===== config.mk =====
export PLATFORM = sky130hd
export DESIGN_NAME = seg7_bin2bcd
export DESIGN_NICKNAME = d
export VERILOG_FILES = /design/src/rtl/seg7_pkg.sv /design/src/rtl/seg7_bin2bcd_add3.sv /design/src/rtl/seg7_bin2bcd.sv
export SDC_FILE = /design/constraint.sdc
export NUM_CORES = 1
export LEC_CHECK = 0
export CORE_MARGIN = 1
export CORE_UTILIZATION = 58
export CTS_CLUSTER_DIAMETER = 60
export DETAILED_ROUTE_END_ITERATION = 16
export GPL_ROUTABILITY_DRIVEN = 0
export HOLD_SLACK_MARGIN = 0.03
export PLACE_DENSITY = 0.85
export SLEW_MARGIN = 20
export SYNTH_ARGS = -nofsm -noshare
export SYNTH_HDL_FRONTEND = slang
export SYNTH_SLANG_ARGS = --single-unit

===== constraint.sdc =====
create_clock -name clk -period 3.4 [get_ports clk]
set_clock_uncertainty 0.1 [all_clocks]
set_input_delay 0.68 -clock clk [delete_from_list [all_inputs] [get_ports clk]]
set_output_delay 0.68 -clock clk [all_outputs]
set_load 0.01 [all_outputs]

===== src/rtl/seg7_pkg.sv =====
// Shared constants and FSM state type for the binary-to-BCD front end of the 8-digit display.
package seg7_pkg;

    localparam int          SEG7_DIGITS  = 8;
    localparam int          BCD_ACC_W    = 40;
    localparam int          BCD_DIGITS   = BCD_ACC_W / 4;
    localparam int unsigned SEG7_MAX_DEC = 99_999_999;
    localparam logic [31:0] SAT_BCD      = 32'h9999_9999;

    typedef enum logic [1:0] {
        IDLE   = 2'd0,
        SHIFT  = 2'd1,
        FINISH = 2'd2
    } seg7_state_e;

endpackage


===== src/rtl/seg7_bin2bcd_add3.sv =====
// Double-dabble digit correction: a BCD digit of 5 or more gets +3 before the shift.
module bcd_add3 (
    input  logic [3:0] d,
    output logic [3:0] q
);

    assign q = (d >= 4'd5) ? d + 4'd3 : d;

endmodule


===== src/rtl/seg7_bin2bcd.sv =====
// Sequential binary-to-BCD converter feeding the 8-digit seven-segment driver.
// Build option: define SEG7_LZB_EN to enable leading-zero blanking on aen.
//   state  | meaning
//   IDLE   | waiting for start; outputs hold the last result
//   SHIFT  | one add-3/shift iteration per cycle, BIN_W cycles
//   FINISH | publish x/aen/dp_en/overflow together with done
module seg7_bin2bcd
    import seg7_pkg::*;
#(
    parameter int BIN_W = 32
) (
    input  logic             clk,
    input  logic             clr,
    input  logic             start,
    input  logic [BIN_W-1:0] bin,
    input  logic [7:0]       dp_in,
    output logic             busy,
    output logic             done,
    output logic [31:0]      x,
    output logic [7:0]       aen,
    output logic [7:0]       dp_en,
    output logic             overflow
);

    seg7_state_e          state_q, state_d;
    logic [BIN_W-1:0]     shreg_q, shreg_d;
    logic [BCD_ACC_W-1:0] acc_q, acc_d;
    logic [5:0]           cnt_q, cnt_d;
    logic [7:0]           dp_lat_q, dp_lat_d;
    logic [31:0]          x_q, x_d;
    logic [7:0]           aen_q, aen_d;
    logic [7:0]           dp_en_q, dp_en_d;
    logic                 ovf_q, ovf_d;
    logic                 done_q, done_d;

    logic [BCD_ACC_W-1:0]       acc_adj;
    logic [BCD_ACC_W+BIN_W-1:0] shifted;
    logic                       ovf_fin;
    logic [31:0]                x_fin;
    logic [7:0]                 aen_calc;

    for (genvar g = 0; g < BCD_DIGITS; g++) begin : g_add3
        bcd_add3 u_add3 (
            .d (acc_q[4*g +: 4]),
            .q (acc_adj[4*g +: 4])
        );
    end

    assign shifted = {acc_adj, shreg_q} << 1;
    assign ovf_fin = |acc_q[BCD_ACC_W-1:32];
    assign x_fin   = ovf_fin ? SAT_BCD : acc_q[31:0];

`ifdef SEG7_LZB_EN
    localparam logic [7:0] AEN_RST = 8'h01;
    logic seen_nz;

    // A digit is lit if it or any more-significant digit is nonzero; digit 0 is always lit.
    always_comb begin
        aen_calc = '0;
        seen_nz  = 1'b0;
        for (int i = SEG7_DIGITS - 1; i >= 0; i--) begin
            if (x_fin[4*i +: 4] != 4'd0) seen_nz = 1'b1;
            aen_calc[i] = seen_nz;
        end
        aen_calc[0] = 1'b1;
    end
`else
    localparam logic [7:0] AEN_RST = 8'hFF;
    assign aen_calc = 8'hFF;
`endif

    always_comb begin
        state_d  = state_q;
        shreg_d  = shreg_q;
        acc_d    = acc_q;
        cnt_d    = cnt_q;
        dp_lat_d = dp_lat_q;
        x_d      = x_q;
        aen_d    = aen_q;
        dp_en_d  = dp_en_q;
        ovf_d    = ovf_q;
        done_d   = 1'b0;
        case (state_q)
            IDLE: begin
                if (start) begin
                    shreg_d  = bin;
                    acc_d    = '0;
                    cnt_d    = 6'(BIN_W - 1);
                    dp_lat_d = dp_in;
                    state_d  = SHIFT;
                end
            end
            SHIFT: begin
                acc_d   = shifted[BCD_ACC_W+BIN_W-1:BIN_W];
                shreg_d = shifted[BIN_W-1:0];
                if (cnt_q == 6'd0) state_d = FINISH;
                else               cnt_d   = cnt_q - 6'd1;
            end
            FINISH: begin
                ovf_d   = ovf_fin;
                x_d     = x_fin;
                aen_d   = aen_calc;
                dp_en_d = dp_lat_q;
                done_d  = 1'b1;
                state_d = IDLE;
            end
            default: state_d = IDLE;
        endcase
    end

    always_ff @(posedge clk) begin
        if (clr) begin
            state_q  <= IDLE;
            shreg_q  <= '0;
            acc_q    <= '0;
            cnt_q    <= '0;
            dp_lat_q <= '0;
            x_q      <= '0;
            aen_q    <= AEN_RST;
            dp_en_q  <= '0;
            ovf_q    <= 1'b0;
            done_q   <= 1'b0;
        end else begin
            state_q  <= state_d;
            shreg_q  <= shreg_d;
            acc_q    <= acc_d;
            cnt_q    <= cnt_d;
            dp_lat_q <= dp_lat_d;
            x_q      <= x_d;
            aen_q    <= aen_d;
            dp_en_q  <= dp_en_d;
            ovf_q    <= ovf_d;
            done_q   <= done_d;
        end
    end

    assign busy     = (state_q != IDLE);
    assign done     = done_q;
    assign x        = x_q;
    assign aen      = aen_q;
    assign dp_en    = dp_en_q;
    assign overflow = ovf_q;

endmodule


Word level (Yosys, flattened, before mapping)
Index checks and enable logic that the tools add are counted.

word-level totals
  logic and storage cells = 66
  flip-flop bits (word level) = 130

cells by class
  reductions and logical operators = 9
  equal/unequal tests = 5
  add/subtract/negate cells = 11
  mux-type cells = 22
  $lt $le $gt $ge = 10

operators by type and width
  kind                   count
  $pmux W40 S2           1
  $mux W32               2
  $pmux W32 S2           1
  $ge A4 B3 Y1 const B   10
  $mux W40               1
  $add A4 B2 Y4 const B  9
  $mux W4                9
  $mux W6                2
  $pmux W6 S2            1
  $reduce_or A8 Y1       1
  $logic_not A6 Y1       1
  $ne A2 B2 Y1 const B   3
  $reduce_and A2 Y1      3
  $sub A6 B1 Y6 const B  1
  $mux W2                2
  $pmux W2 S2            1
  $reduce_bool A2 Y1     2
  $add A3 B2 Y3 const B  1
  $mux W3                1
  $reduce_and A3 Y1      1
  $eq A2 B1 Y1 const B   1
  $eq A2 B2 Y1 const B   1
  $logic_not A2 Y1       1
  $mux W1                1

Longest topological paths before layout
  word-level depth = 3
  gate-level depth with buffers = 7
  gate-level depth less buffers = 6

Cells and area by module
A second synthesis with hierarchy kept.

unflattened totals
  cells, all modules = 670
  area total of the unflattened synthesis = 5859.4 um^2

modules (own cells, without submodules)
  module        area an instance (um^2)  instances  sequential area each (um^2)  cells each
  seg7_bin2bcd  4845.9                   1          2602.5                       510
  bcd_add3      101.3                    10         0.0                          16

Least setup slack after synthesis
OpenSTA, ideal clock, no wires.

  path kind = in2reg
  start = in clr
  end = reg acc_q[11]
  arrival time = 1.346 ns
  path buffers = 3
  setup slack = 1.821 ns
  data required time = 3.168 ns
  stages = 4
  cell sequence = buf_2 buf_2 buf_1 a21oi_1

RTL lines
  what                  line                 RTL
  from (decl)           seg7_bin2bcd.sv:13   input logic clr,
  to (signal assigned)  seg7_bin2bcd.sv:115  acc_q <= '0;
  to (signal assigned)  seg7_bin2bcd.sv:126  acc_q <= acc_d;
  to (decl)             seg7_bin2bcd.sv:27   logic [BCD_ACC_W-1:0] acc_q, acc_d;

No word-level cell between the ends.

Final worst setup path
  start = reg state_q[0]
  end = out busy

on the way
  word-level cells in the longest chain between the ends = 1

ends and longest elaborated chain
  what                    line                 RTL
  from (decl)             seg7_bin2bcd.sv:25   seg7_state_e state_q, state_d;
  from (signal assigned)  seg7_bin2bcd.sv:124  state_q <= state_d;
  $reduce_bool A2 Y1      seg7_bin2bcd.sv:137  assign busy = (state_q != IDLE);
  to (decl)               seg7_bin2bcd.sv:17   output logic busy,

No other way between the ends.

==> run_results.csv <==
group,metric,value,unit
run_status,status,"finished clean",
flow_run,drv_cap,0,
setup_path,cp.arrival,1710,ps
setup_path,crit_cells,3,
synthesis,syn_avg_cell_area,8.62,µm²
cts,cts_resized,0,
floorplan,core,9910,µm²
floorplan,rows,36,
setup_path,crit_chain,"nor2_2 > inv_1 > clkdlybuf4s50_1",
synthesis,async_reset_ff_share,0,%
power,clkPwrFrac,46.7,%
finish,nets,823,
sta,rsz0062_at_grt,"false",
global_routing,grt_pass1_wl,22900,µm
synthesis,yosysMostFrequentCell,"dfxtp_1",
routing,viasPerCell,5.73,
setup_path,required,2620,ps
min_path,hold_class,"flip-flop to flip-flop",
power,power_frac_seq,43.0,%
cts,cts_root_buf,"clkbuf_8",
finish,drive_gt1_share,10.1,%
sta,fmax,402,MHz
setup_path,critPathBufInv,2,
routing,ant_nets,0,
global_routing,grt_pass1_vias,4858,
setup_path,cpPeakStageDelay,530,ps
floorplan,dieArea,10700,µm²
power,p_sw_share,24.6,%
synthesis,ys_seq_elements,130,
power,ir_drop,372,µV
power,switchingPower,940,µW
finish,fin_area,7350,µm²
synthesis,synth-seq-area-share,43.5,%
setup_path,critPathLaunch,"state_q[0]",
routing,first_iter_violations,311,
sta,tightest_slew,997,ps
synthesis,synth_common_cells,"dfxtp_1, nand2_1, nor2_1, a21oi_1, a311oi_1",
synthesis,synth.largest_area_cell,"dfxtp_1",
routing,vias,5171,
placement,io_buffer_count,85,
synthesis,synth_area,5990,µm²
synthesis,yosysTopAreaCellShare,43.5,%
floorplan,die_w,104,µm
cts,clock_latency,520,ps
floorplan,pin_count,94,
power,pwr_density_cell,521,nW/µm²
floorplan,dieHeight,104,µm
global_routing,grt_max_degree,63,
routing,wl_per_cell,15.0,µm
global_routing,antenna_found_initial,0,
setup_path,cp-end-kind,"output port",
finish,area_delta_synth_final,22.8,%
sta,relSlewSlack,33.3,%
setup_path,reg2reg_to,"shreg_q[27]",
synthesis,synth_cell_types,39,
cts,cts_setup_buffers,0,
cts,cts_sinks,130,
setup_path,ff2ff_path_depth,4,
synthesis,synth-edff-count,0,
power,pwr-share-comb,10.4,%
routing,drc,0,
sta,period_minus_slack,2490,ps
setup_path,worstReg2RegStart,"state_q[1]",
routing,drt_pre_antenna_iters,5,
sta,setup_tns,0,ps
sta,setup_viol,0,
floorplan,start_util,60.4,%
power,leakage,2.65,nW
cts,cts_tree,"yes",
synthesis,synthCells,695,
synthesis,ys.flop_type,"dfxtp_1",
power,p_int,2.89,mW
setup_path,r2r_slack,1280,ps
setup_path,crit_family,"buffers and inverters",
synthesis,ys_warn_count,0,
cts,cts_buffers,17,
cts,cts.path.max_buffers,2,
cts,clkTransAtPathRegs,60,ps
sta,final-hold-violation-count,0,
setup_path,startpoint_type,"flip-flop",
setup_path,worst-path-max-fanout,8,
global_routing,grt_overflow_total,0,
placement,placed_area,6780,µm²
cts,h-tree-depth,4,
setup_path,cpMaxStageDelayCell,"clkdlybuf4s50_1",
sta,period_share,73.2,%
setup_path,critical_path_class,"flip-flop to output port",
setup_path,critical_path.endpoint,"busy",
routing,drt-total-wl,13500,µm
sta,report.final.slew_viol_count,0,
placement,hpwl,8240,µm
global_routing,grt_usage,26.0,%
finish,diodes,0,
synthesis,synth_area_leaders,"dfxtp_1, nand2_1, a311oi_1, ha_1, a21oi_1",
cts,ctsHoldBuffers,0,
## layer usage
metal,vias to the layer above,track usage [%],part of all wire (%)
met1,2475,32.2,43
met2,163,44.6,51
met5,-,0,0
li1,2506,-,-
met4,0,10.7,1.8
met3,27,4.72,4.7
## through the flow
step,setup WS [ps],power (mW),utilization (%),std cells,hold WS (ps)
2_1_floorplan,1820,1.95,-,702,332
4_1_cts,895,3.84,74.2,902,353
3_3_place_gp,819,2.06,68.4,870,342
6_report,911,3.83,74.2,902,352
3_5_place_dp,848,2.07,68.4,870,344
5_1_grt,847,3.96,74.2,902,371
## state kept, by name, summed over array words and instances, names as in the netlist
name      flops
x            32
state_q       2
done          1
acc_q        40
cnt_q         6
shreg_q      32
dp_en         8
dp_lat_q      8
overflow      1
## layout by cell type (no fill, tap or decap), types with 23 or more instances in the layout
master / count
ha_1: 24
nand2_1: 115
nor2_1: 54
nor3_1: 28
nand3_1: 23
a311oi_1: 39
clkdlybuf4s50_1: 84
a21oi_1: 51
dfxtp_1: 130
inv_1: 23
## kinds of logic (layout without fill, tap and decap cells)
kind of cell             Yosys count  in the layout  synth area share (%)
multiplexers                      10             10                  1.67
buffers and inverters             83            150                  7.33
XOR/XNOR                          21             21                  3.07
adder cells (fa/ha/maj)           24             24                  5.01
other                              1              8                0.0626
flip-flops                       130            130                  43.5
AO/OA/AOI/OAI                    152            152                  17.7
AND/OR/NAND/NOR                  274            274                  21.7
## power by group through the flow
stage	logic, mW	registers, mW	clock network, mW
global placement	0.382	1.67	0
finish	0.397	1.65	1.79
floorplan	0.282	1.67	0
CTS	0.398	1.64	1.79
detailed placement	0.395	1.68	0
global route	0.439	1.65	1.87
## how the worst min path moves through the flow
stage | cells after the start | from | slack, ps | end
2_1_floorplan | 2 | dp_lat_q[0] | 330 | dp_en[0]
3_3_place_gp | 2 | dp_lat_q[4] | 340 | dp_en[4]
3_5_place_dp | 2 | dp_lat_q[0] | 340 | dp_en[0]
4_1_cts | 2 | dp_lat_q[0] | 350 | dp_en[0]
5_1_grt | 2 | x[13] | 370 | x[13]
6_report | 2 | dp_en[2] | 350 | dp_en[2]
## tightest hold or removal path, delay by kind of cell (launching register included)
family | cells | cell delay [ps]
DFF | 1 | 300
and+or+nand+nor | 1 | 50
AOI/OAI and AO/OA | 1 | 50
## final cells by class
type	count	area [µm²]
multi-input combinational	489	2990
sequential	130	2600
fill	710	2550
timing repair buffer	95	936
clock buffer	22	443
tap	133	166
clock inverter	10	134
inverter	23	86.3
Power figures use the tool's default switching activity.
==> variant (config.mk and constraints unchanged) <==
Add a define of `SEG7_LZB_EN`.
--- a/src/rtl/seg7_bin2bcd.sv
+++ b/src/rtl/seg7_bin2bcd.sv
@@ -4,6 +4,8 @@
 //   IDLE   | waiting for start; outputs hold the last result
 //   SHIFT  | one add-3/shift iteration per cycle, BIN_W cycles
 //   FINISH | publish x/aen/dp_en/overflow together with done
+`define SEG7_LZB_EN
+
 module seg7_bin2bcd
     import seg7_pkg::*;
 #(
Function: changed (Yosys sat finds a counterexample within 4 cycles, from zero or initial values).
==> variant against the original RTL <==
Setup slack worse by 0.0087 ns; maximum frequency decreased by 0.35%; final cell count up 4.5%; sequential cell count is 7 higher; combinational power fell by 2%; area after synthesis up 1.5%; wire length rose by 11%; final area increased by 4.2%; count of clock-buffer cells in the layout decreased by 4; hold slack got worse by 0.0067 ns; die area up 1.4%; power is 8.0% higher; largest power group unchanged; highest routed layer unchanged.
==> variant: results (changes against the original RTL) <==
stage,metric,value,unit,change
outcome,outcome,completed,,
grt,GRT Total Usage,28.52,%,+2.5 points
placed_design,Port Buffer Count,92,,+8.2%
grt,pin count of the biggest net entering global routing,75,,+19%
clock_network,clock latency on the worst-skew pair,0.52,ns,about the same
clock_network,Clock Tree Root,clkbuf_8,,
grt,first-pass GRT wire length,25400,um,+11%
timing,worst slew pin tran,0.9947,ns,-0.002259 ns
cells_and_area,antenna fix cells,0,,unchanged
routing,Vias per Instance,5.937,,+3.6%
yosys,sequential fraction of the synthesis area,45.13,%,+1.7 points
yosys,"top cells by area, synth","dfxtp_1 45%, nand2_1 7.4%, a311oi_1 5.8%",,
worst_setup_path,"critical path fanouts, max",6,,-2
power_and_ir_drop,Pleak,2.828,nW,+6.5%
grt,initial antenna violation count,0,,unchanged
yosys,Synth top cells by count,"137 x dfxtp_1, 120 x nand2_1, 67 x a21oi_1, 62 x nor2_1, 40 x a311oi_1",,
yosys,number of synthesized flops with an enable pin,0,,unchanged
yosys,Synth Flop Type,dfxtp_1,,
routing,drt wl/cell,15.94,um,+6.3%
yosys,yosys warns,0,,unchanged
clock_network,Setup Buffers After CTS,0,,unchanged
worst_setup_path,CP arrival,1.72,ns,
yosys,Post-synth ARST share,0,%,unchanged
cells_and_area,Final nets,861,,+4.6%
cells_and_area,max reg flops,40,,unchanged
timing,"Slew Viols, Final",0,,unchanged
yosys,Synth cell types,40,,+2.6%
routing,DR pass1 iterations,5,,unchanged
clock_network,Clock Path Buffers,2,,unchanged
routing,Starting DRT DRC Count,527,,+69%
clock_network,post_cts resized,0,,unchanged
grt,number of global-route vias before repair,5366,,+10%
clock_network,H-tree depth,4,,unchanged
power_and_ir_drop,Max VDD drop,0.0003432,V,-7.7%
placed_design,placed wire-length estimate,9185,um,+12%
clock_network,Clock transition at path regs,0.06,ns,about the same
worst_hold_path,Min-Delay Path Class,reg -> reg,,
yosys,syn_nets,795,,
power_and_ir_drop,switching fraction of total power,24.35,%,-0.21 points
cells_and_area,layout cells sized above 1,6.568,%,-3.6 points
cells_and_area,largest reg by FF count,acc_q,,
clock_network,cts bufs inserted,17,,unchanged
## variant: changes by cell type in the layout (fill, tap and decap cells not counted), moves of 8 or more
cell     unedited run  this run
nor2_1             54        62
a21oi_1            51        67
nand3_2            16         0
or3_1              12         3
a21oi_2            16         0
nand3_1            23        37
## variant: through the flow
| step | area, um^2 | std cells | worst slack (ns) | util [%] | power [W] |
|---|---|---|---|---|---|
| 3_5_place_dp | 7018 | 911 | 0.6309 | 68.59 | 0.002143 |
| 5_1_grt | 7665 | 943 | 0.8368 | 74.92 | 0.004270 |
| 2_1_floorplan | 6077 | 728 | 1.633 | - | 0.002001 |
| 4_1_cts | 7665 | 943 | 0.8857 | 74.92 | 0.004137 |
| 6_report | 7665 | 943 | 0.9026 | 74.92 | 0.004136 |
| 3_3_place_gp | 7018 | 911 | 0.8178 | 68.59 | 0.002128 |
## variant: per-layer routing
layer  routed length, um  track usage [%]  vias to the layer above
li1                    -                -                     2674
met1                6303            35.79                     2650
met2                7448            47.26                      231
met3                 915            6.328                       44
met4                 368            11.73                        0
met5                   0                0                        -
## variant: cells by family after synthesis
logic type / count (synthesis) / share of synthesized area [%]
XOR/XNOR: 14 / 2.018
adder cells (fa/ha/maj): 24 / 4.941
buffers and inverters: 77 / 5.538
flip-flops: 137 / 45.13
multiplexers: 10 / 1.647
AND/OR/NAND/NOR: 301 / 23.04
other: 1 / 0.06171
AO/OA/AOI/OAI: 164 / 17.62
## variant: area by class of cell
type                       count  area (um^2)
clock buffer                  18        427.9
clock inverter                14        219.0
fill                         695         2566
inverter                      23        86.33
multi-input combinational    514         3020
sequential                   137         2743
tap                          136        170.2
timing repair buffer         101        998.5
## variant: worst paths after layout
check / startpoint / end / slack (ns) / depth (start not counted)
worst max-delay path: state_q[0] / busy / 0.90 / 3
worst min-delay path: dp_lat_q[0] / dp_en[0] / 0.35 / 2
worst max register to register: acc_q[33] / x[22] / 1.23 / 6
worst min register to register: dp_lat_q[0] / dp_en[0] / 0.35 / 2
## variant: worst max-delay path, stage by stage, from the launching register on
cell,delay [ns]
dfxtp_1,0.50
nor2_1,0.11
inv_1,0.06
clkdlybuf4s50_1,0.52
## variant: power groups by stage
stage                     registers, W  logic (W)  clock network, W
after floorplan                0.00175   0.000249                 0
after global placement         0.00176   0.000372                 0
final                          0.00173   0.000389           0.00202
after CTS                      0.00173   0.000389           0.00202
after detailed placement       0.00176   0.000384                 0
after global routing           0.00174   0.000432           0.00210
